File: config.mk
export PLATFORM = sky130hd
export DESIGN_NAME = ifetch_unit
export DESIGN_NICKNAME = d
export VERILOG_FILES = /design/src/rtl/ifetch_pkg.sv /design/src/rtl/ifetch_fifo.sv /design/src/rtl/ifetch_unit.sv
export SDC_FILE = /design/constraint.sdc
export NUM_CORES = 1
export LEC_CHECK = 0
export BUFFER_PORTS_ARGS = -buffer_cell sky130_fd_sc_hd__clkbuf_2
export CAP_MARGIN = 20
export CORE_MARGIN = 3
export CORE_UTILIZATION = 50
export CTS_CLUSTER_DIAMETER = 150
export CTS_CLUSTER_SIZE = 30
export DETAILED_ROUTE_END_ITERATION = 6
export PLACE_DENSITY = 0.82
export SYNTH_ARGS = -nofsm -noshare
export SYNTH_HDL_FRONTEND = slang
export SYNTH_SLANG_ARGS = --single-unit
File: constraint.sdc
create_clock -name clk -period 13.4 [get_ports clk]
set_clock_uncertainty 0.1 [all_clocks]
set_input_delay 1.34 -clock clk [delete_from_list [all_inputs] [get_ports clk]]
set_output_delay 1.34 -clock clk [all_outputs]
set_load 0.02 [all_outputs]
File: src/rtl/ifetch_pkg.sv
// Shared types and constants for the instruction fetch stage.
package ifetch_pkg;

  localparam int INSTR_W = 32;
  localparam int ADDR_W  = 32;
  localparam logic [ADDR_W-1:0] PC_STEP = 32'd4;

  localparam logic [1:0] ST_IDLE  = 2'd0;
  localparam logic [1:0] ST_REQ   = 2'd1;
  localparam logic [1:0] ST_DRAIN = 2'd2;

  typedef struct packed {
    logic [INSTR_W-1:0] instr;
    logic [ADDR_W-1:0]  pc;
  } fifo_entry_t;

endpackage

File: src/rtl/ifetch_fifo.sv
// DEPTH-entry prefetch FIFO; head is combinational from storage, count registered.
// clear dominates push and pop.
module ifetch_fifo
  import ifetch_pkg::*;
#(
  parameter int DEPTH = 2,
  parameter int CW    = $clog2(DEPTH + 1)
) (
  input  logic          clk,
  input  logic          rst,
  input  logic          push,
  input  fifo_entry_t   push_data,
  input  logic          pop,
  input  logic          clear,
  output logic [CW-1:0] count,
  output fifo_entry_t   head
);

  localparam int AW = (DEPTH > 1) ? $clog2(DEPTH) : 1;

  fifo_entry_t   mem [DEPTH];
  logic [AW-1:0] rd_ptr;
  logic [AW-1:0] wr_ptr;

  always_ff @(posedge clk) begin
    if (rst || clear) begin
      rd_ptr <= '0;
      wr_ptr <= '0;
      count  <= '0;
    end else begin
      if (push) wr_ptr <= wr_ptr + AW'(1);
      if (pop)  rd_ptr <= rd_ptr + AW'(1);
      count <= count + CW'(push) - CW'(pop);
    end
  end

  // Storage carries no reset; a full FIFO may push into the slot being popped.
  always_ff @(posedge clk) begin
    if (push && !clear && !rst) mem[wr_ptr] <= push_data;
  end

  assign head = mem[rd_ptr];

endmodule

File: src/rtl/ifetch_unit.sv
// Fetch stage: owns the fetch PC, one outstanding imem read, prefetch FIFO to the IR.
// IFETCH_ALIGN_CHECK_EN makes misaligned redirects raise a sticky fetch_fault.
module ifetch_unit
  import ifetch_pkg::*;
#(
  parameter int          DEPTH    = 2,
  parameter logic [31:0] RESET_PC = 32'h0000_0000
) (
  input  logic        clk,
  input  logic        rst,
  input  logic        write_ir,
  input  logic        write_pc,
  input  logic [31:0] pc_next,
  output logic        imem_req,
  output logic [31:0] imem_addr,
  input  logic        imem_ack,
  input  logic [31:0] imem_rdata,
  output logic [31:0] I,
  output logic        W_IR_valid,
  output logic [31:0] pc_cur,
  output logic        fetch_fault
);

  localparam int CW = $clog2(DEPTH + 1);

  logic [1:0]        state;
  logic [ADDR_W-1:0] fa;
  logic [ADDR_W-1:0] tgt;
  logic [CW-1:0]     count;
  logic [CW-1:0]     count_nxt;
  fifo_entry_t       head;
  fifo_entry_t       push_data;
  logic              push;
  logic              pop;
  logic              fault_q;
  logic              fault_nxt;
  logic              fetch_ok;

`ifdef IFETCH_ALIGN_CHECK_EN
  assign tgt       = pc_next;
  assign fault_nxt = write_pc ? (pc_next[1:0] != 2'b00) : fault_q;

  always_ff @(posedge clk) begin
    if (rst) fault_q <= 1'b0;
    else     fault_q <= fault_nxt;
  end
`else
  logic unused_pc_low;
  assign unused_pc_low = ^pc_next[1:0];
  assign tgt       = {pc_next[31:2], 2'b00};
  assign fault_nxt = 1'b0;
  assign fault_q   = 1'b0;
`endif

  assign fetch_fault = fault_q;

  assign push      = (state == ST_REQ) && imem_ack && !write_pc;
  assign pop       = write_ir && W_IR_valid && !write_pc;
  assign push_data = '{instr: imem_rdata, pc: imem_addr};

  // Occupancy after this edge decides whether the next request may launch.
  assign count_nxt = write_pc ? '0 : count + CW'(push) - CW'(pop);
  assign fetch_ok  = !fault_nxt && (count_nxt < CW'(DEPTH));

  ifetch_fifo #(.DEPTH(DEPTH)) u_fifo (
    .clk       (clk),
    .rst       (rst),
    .push      (push),
    .push_data (push_data),
    .pop       (pop),
    .clear     (write_pc),
    .count     (count),
    .head      (head)
  );

  always_ff @(posedge clk) begin
    if (rst) begin
      state     <= ST_IDLE;
      fa        <= RESET_PC;
      imem_addr <= RESET_PC;
    end else begin
      if (write_pc)  fa <= tgt;
      else if (push) fa <= fa + PC_STEP;

      case (state)
        ST_IDLE: begin
          if (!write_pc && fetch_ok) begin
            state     <= ST_REQ;
            imem_addr <= fa;
          end
        end
        ST_REQ: begin
          if (imem_ack) begin
            state <= fetch_ok ? ST_REQ : ST_IDLE;
            if (fetch_ok) imem_addr <= write_pc ? tgt : fa + PC_STEP;
          end else if (write_pc) begin
            // Handshake stays up on the old address; the reply is thrown away.
            state <= ST_DRAIN;
          end
        end
        ST_DRAIN: begin
          if (imem_ack) state <= ST_IDLE;
        end
        default: state <= ST_IDLE;
      endcase
    end
  end

  assign imem_req   = (state != ST_IDLE);
  assign W_IR_valid = (count != '0);
  assign I          = W_IR_valid ? head.instr : '0;
  assign pc_cur     = W_IR_valid ? head.pc : '0;

endmodule

==> results.txt, run 1 <==
----------------------------------------------------
[STA]
  Final critical delay including setup and external delays ... 4.23 ns
  RSZ-0062 raised after global routing ... false
  Total negative slack ... 0 ns
  Final Slew Violations ... 0
  Worst slew pin tran ... 1.10 ns
  Maximum achievable frequency ... 0.237 GHz
  Final Hold Fails ... 0
  Ratio of final minimum period to clock period ... 0.315
  Setup-failing EPs final ... 0
  Setup WS post-layout ... 9.17 ns
  Max_slew headroom ... 0.269

[Floorplanning]
  Row count ... 48
  Area inside the core boundary ... 17,400 µm²
  Number of ports placed on the die boundary ... 168
  Initial standard-cell utilization of the core ... 0.513
  Die outline height ... 139 µm
  Horizontal die dimension ... 139 µm
  Die Footprint ... 19,400 µm²

[GRT]
  GRT Overall Usage ... 0.214
  Overflow left after global routing ... 0
  Number of global-route vias before repair ... 6,400
  First-pass GRT wire length ... 33,600 µm
  Antenna violations before repair ... 1
  Maximum number of pins on one net before global-route repair ... 74

[Synth]
  Average cell area after synthesis ... 11.0 µm²
  Synthesized flop and latch total ... 191
  Cell taking the most area after synthesis ... sky130_fd_sc_hd__edfxtp_1
  Synth Warn # ... 0
  Synth top area cells ... sky130_fd_sc_hd__edfxtp_1 42%, sky130_fd_sc_hd__dfxtp_1 15%, sky130_fd_sc_hd__mux2i_1 7.8%
  Number of synthesized flops with an enable pin ... 124
  Cell count after synthesis ... 808
  Area fraction of the dominant cell type after synthesis ... 0.418
  Post-synth top flop ... sky130_fd_sc_hd__edfxtp_1
  Cell with the most instances after synthesis ... sky130_fd_sc_hd__nor2_1
  Top cells by count, synth ... 129 x sky130_fd_sc_hd__nor2_1, 124 x sky130_fd_sc_hd__edfxtp_1, 69 x sky130_fd_sc_hd__mux2i_1, 67 x sky130_fd_sc_hd__dfxtp_1, 47 x sky130_fd_sc_hd__clkbuf_1
  Async set or reset register ratio after synthesis ... 0
  Cell area after synthesis ... 8900 µm²
  Count of unique library cells instantiated by Yosys ... 75
  Part of the Yosys area used for sequential elements ... 0.569

[Outcome]
  Status ... finished clean

[Pwr]
  Power spent charging and discharging nets ... 0.000309 W
  Clock network power share ... 0.371
  Worst-case vdd ir drop ... 0.0799 mV
  Combinational share of power ... 0.093
  Cell Int Power ... 0.000942 W
  P_leak ... 3.71 nW
  Power Dens Cells ... 121 nW/µm²
  Power share of the sequential group ... 0.536
  Fraction of power spent switching nets ... 0.247

[Clock tree]
  Post-CTS setup-driven buffer insertion count ... 0
  Maximum root-to-sink buffer count ... 2
  Later-pin clock latency in the skew report ... 0.43 ns
  Hold-fix buffers at CTS ... 0
  Sink count of the clock tree ... 191
  Clock-pin slew on the worst setup and hold paths ... 0.07 ns
  CTS H-Tree Depth ... 4
  Root Driver ... sky130_fd_sc_hd__clkbuf_16
  CTS resizes ... 0
  Number of buffers added by the clock tree synthesis step ... 17
  Clock tree from TritonCTS ... done

[Routing]
  Total Routed Length ... 21,200 µm
  Detailed-router iteration count before antenna repair ... 7
  Detailed Route Iter0 Violations ... 585
  Drt drc ... 0
  Number of nets still failing antenna checks after routing ... 0
  Vias after detailed routing ... 6,843
  Via count normalized by instance count ... 5.85
  Routed WL per cell ... 18.1 µm

[Layout]
  Post-Layout Inst Area ... 10,300 µm²
  Final standard cell count with taps included and fillers excluded ... 1,169
  Proportion of layout cells with a drive suffix above 1 ... 0.235
  Core Util, Final ... 0.594
  Number of diodes added for antenna fixing ... 0
  Fin nets ... 1,003
  Layout overhead on the synthesized area ... 15.8%

[Worst setup path]
  Required time of the critical path ... 13.65 ns
  Startpoint Class ... input pin
  Type of element capturing the critical path ... flop
  Startpoint of the lowest-slack register-to-register path ... u_fifo.count[1]
  Arrival time at the worst endpoint ... 4.48 ns
  Maximum fanout along the worst path ... 70
  Critical Setup Path Class ... in2reg
  Origin of the worst setup path ... write_pc

[Placement]
  Number of placed instances with taps included ... 1,137
  Post-Place Worst Slack ... 8.83 ns
  Post-place instance area ... 9770 µm²
  Final HPWL DP ... 13,700 µm
  # port buffers ... 160
  Final estimated routing congestion in global placement ... 0.855

[Job]
  Maximum Capacitance Violations ... 0

[Min path]
  Worst min-delay path category ... reg2reg
  Hold path startpoint ... imem_addr[8]

----------------------------------------------------
per-stage QoR:
| step | hold slack [ns] | total power, W |
|---|---|---|
| 2_1_floorplan | 0.383 | 0.000754 |
| 5_1_grt | 0.405 | 0.00130 |
| 3_5_place_dp | 0.365 | 0.000798 |
| 6_report | 0.379 | 0.00125 |
| 4_1_cts | 0.381 | 0.00126 |
| 3_3_place_gp | 0.359 | 0.000794 |
final timing paths:
check / endpoint / slack (ns) / cells after the start
worst max-delay path: imem_addr[21] / 9.17 / 11
worst min-delay path: u_fifo.mem[1][8] / 0.38 / 0
worst max register to register: imem_addr[21] / 9.51 / 13
worst min register to register: u_fifo.mem[1][8] / 0.38 / 0
final cells by class:
class | count | area, µm²
fillers | 1499 | 7050
flip-flops and latches | 191 | 5070
clock inverters | 11 | 93.8
clock buffers | 21 | 440
repair buffers | 169 | 868
inverters | 12 | 45.0
multi-input cells | 540 | 3510
well taps | 225 | 282
power by group through the flow:
stage	Clock (W)	Combinational (W)	Sequential, W
after floorplan	0	0.0000724	0.000682
after global placement	0	0.000112	0.000682
after detailed placement	0	0.000115	0.000683
after CTS	0.000474	0.000116	0.000670
after global routing	0.000500	0.000126	0.000673
final	0.000465	0.000116	0.000671
registers in the layout, indices dropped and copies added (netlist names), named ones only:
signal,flops
fa,30
imem_addr,30
state,2
u_fifo.count,2
u_fifo.mem,124
u_fifo.rd_ptr,1
u_fifo.wr_ptr,1
layer usage:
layer	up-vias	part of all wire	track usage	wire [µm]
met4	2	0.027	0.0850	580
met5	-	0.00085	0	18
li1	3263	-	-	-
met1	3269	0.43	0.293	9160
met3	49	0.064	0.0440	1370
met2	260	0.48	0.335	10100
critical path, cell delays in order:
cell	delay [ns]
sky130_fd_sc_hd__clkbuf_2	0.08
sky130_fd_sc_hd__buf_4	0.56
sky130_fd_sc_hd__nor2_1	0.12
sky130_fd_sc_hd__ha_1	0.30
sky130_fd_sc_hd__inv_1	0.04
sky130_fd_sc_hd__ha_1	0.19
sky130_fd_sc_hd__xnor3_1	0.29
sky130_fd_sc_hd__o221ai_1	0.45
sky130_fd_sc_hd__nor2_1	0.67
sky130_fd_sc_hd__o221ai_1	0.23
sky130_fd_sc_hd__o21ai_0	0.17
logic make-up (layout without fill, tap and decap cells):
kind of cell,count (synthesis),after routing,synth area share
and+or+nand+nor,295,295,0.165
DFF,191,191,0.569
AOI/OAI and AO/OA,139,139,0.112
buffers and inverters,81,213,0.0402
muxes,70,70,0.0789
xor gates and xnor gates,28,28,0.0291
adders and majority gates,3,3,0.00422
other,1,5,0.000421
cell usage in the layout, fill, tap and decap left out, types with 11 or more instances in the layout:
| master | n |
|---|---|
| sky130_fd_sc_hd__nand3_1 | 20 |
| sky130_fd_sc_hd__xor2_1 | 16 |
| sky130_fd_sc_hd__a211oi_1 | 26 |
| sky130_fd_sc_hd__inv_1 | 11 |
| sky130_fd_sc_hd__clkbuf_2 | 160 |
| sky130_fd_sc_hd__dfxtp_1 | 66 |
| sky130_fd_sc_hd__mux2i_1 | 69 |
| sky130_fd_sc_hd__xnor2_1 | 11 |
| sky130_fd_sc_hd__a21oi_1 | 24 |
| sky130_fd_sc_hd__a311oi_1 | 14 |
| sky130_fd_sc_hd__nor2_1 | 128 |
| sky130_fd_sc_hd__o21ai_0 | 20 |
| sky130_fd_sc_hd__clkbuf_16 | 17 |
| sky130_fd_sc_hd__nor3_1 | 19 |
| sky130_fd_sc_hd__and3_1 | 15 |
| sky130_fd_sc_hd__nand4_1 | 20 |
| sky130_fd_sc_hd__edfxtp_1 | 124 |
| sky130_fd_sc_hd__nand2_1 | 42 |
(Power assumes the default switching activity.)
==> run 2, diff against run 1 <==
--- a/config.mk
+++ b/config.mk
@@ -12,7 +12,7 @@
 export CTS_CLUSTER_DIAMETER = 150
 export CTS_CLUSTER_SIZE = 30
 export DETAILED_ROUTE_END_ITERATION = 6
-export PLACE_DENSITY = 0.82
+export PLACE_DENSITY = 0.85
 export SYNTH_ARGS = -nofsm -noshare
 export SYNTH_HDL_FRONTEND = slang
 export SYNTH_SLANG_ARGS = --single-unit
==> constraint.sdc (replaced) <==
create_clock -name clk -period 3.55 [get_ports clk]
set_clock_uncertainty 0.1 [all_clocks]
set_input_delay 0.355 -clock clk [delete_from_list [all_inputs] [get_ports clk]]
set_output_delay 0.355 -clock clk [all_outputs]
set_load 0.02 [all_outputs]
==> results.txt, run 2 (synthesis results as in run 1) <==
----------------------------------------------------
[Job]
  Maximum Capacitance Violations ... 0 (unchanged)

[STA]
  Final Slew Violations ... 0 (unchanged)
  Maximum achievable frequency ... 0.355 GHz
  Worst slew pin tran ... 0.726 ns (-0.370 ns)
  RSZ-0062 raised after global routing ... false
  Ratio of final minimum period to clock period ... 0.794
  Total negative slack ... 0 ns (unchanged)
  Final critical delay including setup and external delays ... 2.82 ns
  Setup-failing EPs final ... 0 (unchanged)
  Max_slew headroom ... 0.516 (+0.247)
  Final Hold Fails ... 0 (unchanged)
  Setup WS post-layout ... 0.731 ns (-8.44 ns)

[Layout]
  Fill cells ... 1,457 (-2.8%)
  Max reg flops ... 124 (unchanged)
  Number of diodes added for antenna fixing ... 0 (unchanged)
  Fin nets ... 1,014 (+1.1%)
  Commonest non-fill, non-tap cell in the layout ... sky130_fd_sc_hd__clkbuf_2
  Register name with the most flops ... u_fifo.mem
  Largest registers ... u_fifo.mem: 124 flops, fa: 30 flops, imem_addr: 30 flops
  Layout overhead on the synthesized area ... 17.7%
  Proportion of layout cells with a drive suffix above 1 ... 0.247 (+0.0120)
  Commonest cells after routing, fill and taps aside ... 160 x sky130_fd_sc_hd__clkbuf_2, 128 x sky130_fd_sc_hd__nor2_1, 124 x sky130_fd_sc_hd__edfxtp_1

[Routing]
  Detail Route met3 WL ... 1730 µm (+27%)
  Vias after detailed routing ... 6,937 (+1.4%)
  Drt drc ... 0 (unchanged)
  Routed WL per cell ... 18.0 µm (-0.77%)
  Number of nets still failing antenna checks after routing ... 0 (unchanged)
  Total Routed Length ... 21,200 µm (+0.17%)
  Via count normalized by instance count ... 5.88 (+0.43%)
  WL met1 ... 9140 µm (-0.25%)
  Met2 WL post-DR ... 9920 µm (-1.5%)
  Detailed Route Iter0 Violations ... 728 (+24%)
  Detailed-router iteration count before antenna repair ... 6 (-1)
  Uppermost layer routed ... met4

[GRT]
  Overflow left after global routing ... 0 (unchanged)
  GRT Overall Usage ... 0.217 (+0.00316)
  Antenna violations before repair ... 0 (-1)
  Maximum number of pins on one net before global-route repair ... 69 (-6.8%)
  Number of global-route vias before repair ... 6,520 (+1.9%)
  First-pass GRT wire length ... 34,200 µm (+1.7%)

[Worst setup path]
  Startpoint of the lowest-slack register-to-register path ... u_fifo.count[1]
  Arrival time at the worst endpoint ... 3.00 ns (-1.48 ns)
  Startpoint Class ... flop
  Type of element capturing the critical path ... flop
  Required time of the critical path ... 3.73 ns (-9.92 ns)
  Cell depth of the worst flop-to-flop path ... 12 (-1)
  Reg-to-reg slack, setup ... 0.73 ns (-8.78 ns)
  Critical Setup Path Class ... reg2reg
  Maximum fanout along the worst path ... 21 (-70%)
  Reg-to-Reg End ... imem_addr[3]

[Clock tree]
  Post-CTS setup-driven buffer insertion count ... 0 (unchanged)
  Later-pin clock latency in the skew report ... 0.43 ns (about the same)
  Clock-pin slew on the worst setup and hold paths ... 0.07 ns (about the same)
  Number of buffers added by the clock tree synthesis step ... 17 (unchanged)
  Clock tree from TritonCTS ... done
  Maximum root-to-sink buffer count ... 2 (unchanged)
  Root Driver ... sky130_fd_sc_hd__clkbuf_16
  Sink count of the clock tree ... 191 (unchanged)
  CTS H-Tree Depth ... 4 (unchanged)

[Min path]
  Worst min-delay path category ... in2reg
  Worst hold path endpoint ... u_fifo.mem[0][53]
  Count of cells along the worst hold path ... 1 (+1)
  Hold path startpoint ... imem_rdata[21]

[Floorplanning]
  Initial standard-cell utilization of the core ... 0.513 (unchanged)
  Area inside the core boundary ... 17,400 µm² (unchanged)
  Row count ... 48 (unchanged)
  Horizontal die dimension ... 139 µm (unchanged)
  Number of ports placed on the die boundary ... 168 (unchanged)
  Die outline height ... 139 µm (unchanged)
  Die Footprint ... 19,400 µm² (unchanged)

[Placement]
  # port buffers ... 160 (unchanged)
  Final estimated routing congestion in global placement ... 0.893 (+4.4%)
  Post-Place Worst Slack ... 0.723 ns (-8.10 ns)
  Final HPWL DP ... 14,400 µm (+5.3%)

[Pwr]
  Worst-case vdd ir drop ... 0.344 mV (+330%)
  Power share of the sequential group ... 0.524 (-0.012)
  Combinational share of power ... 0.094 (about the same)
  Total chip power ... 0.00482 W (+290%)
  Clock network power share ... 0.382 (+0.011)
  Power Dens Cells ... 461 nW/µm² (+280%)
  Fraction of power spent switching nets ... 0.245 (-0.00156)
  Power spent charging and discharging nets ... 0.00118 W (+280%)
  P_leak ... 3.78 nW (+2.0%)
  Cell Int Power ... 0.00364 W (+290%)

[Outcome]
  Status ... finished clean

----------------------------------------------------
==> run 2: repair_timing <==
item | 4_1_cts | 5_1_grt
hold buffers | 0 | 1
resized for setup | 0 | 0
endpoints found under the hold margin | 0 | 1
==> run 2: area by class of cell <==
class,instances,area (µm²),area share
Timing Repair Buffer,180,986,0.0942
Clock inverter,14,143,0.0136
Clock buffer,18,429,0.0410
Inverter,12,45.0,0.00430
Multi-Input combinational cell,540,3520,0.336
Sequential cell,191,5070,0.484
Tap cell,225,282,0.0269
==> run 2: worst max path at each step <==
stage                    start                end  slack [ns]
3_5_place_dp   u_fifo.count[1]      imem_addr[13]        0.72
4_1_cts        u_fifo.count[1]      imem_addr[13]        0.71
2_1_floorplan         write_pc  u_fifo.mem[0][10]        0.01
5_1_grt        u_fifo.count[1]       imem_addr[3]        0.51
6_report       u_fifo.count[1]       imem_addr[3]        0.73
3_3_place_gp   u_fifo.count[1]      imem_addr[13]        0.84
==> run 2: power by group through the flow <==
stage	Clock (W)	Sequential (W)	Combinational [W]
2_1_floorplan	0	0.00257	0.000279
6_report	0.00184	0.00253	0.000452
5_1_grt	0.00198	0.00254	0.000492
3_5_place_dp	0	0.00258	0.000443
3_3_place_gp	0	0.00257	0.000433
4_1_cts	0.00187	0.00253	0.000446
==> run 2: through the flow <==
step	cells	hold WS, ns	utilization	cell area, µm²
after floorplan	812	0.331	-	8970
after global placement	1146	0.358	0.569	9870
after detailed placement	1146	0.372	0.569	9870
after CTS	1178	0.00183	0.602	10400
after global routing	1180	0.00131	0.603	10500
final	1180	0.0174	0.603	10500
==> run 2: metal layers <==
layer / GRT usage / up-vias
met5: 0 / -
met4: 0.0690 / 0
met3: 0.0502 / 39
met2: 0.337 / 335
met1: 0.304 / 3287
li1: - / 3276
==> run 2: worst max-delay path, stage by stage (launching register included) <==
cell and delay [ns]:
sky130_fd_sc_hd__dfxtp_1 0.35, sky130_fd_sc_hd__nor2_4 0.12, sky130_fd_sc_hd__inv_1 0.05, sky130_fd_sc_hd__nand2_1 0.09, sky130_fd_sc_hd__nor2_1 0.05, sky130_fd_sc_hd__ha_1 0.27, sky130_fd_sc_hd__inv_1 0.04, sky130_fd_sc_hd__ha_1 0.20
sky130_fd_sc_hd__xnor3_1 0.31, sky130_fd_sc_hd__o221a_2 0.46, sky130_fd_sc_hd__buf_4 0.34, sky130_fd_sc_hd__mux2i_1 0.23, sky130_fd_sc_hd__nor2_1 0.05
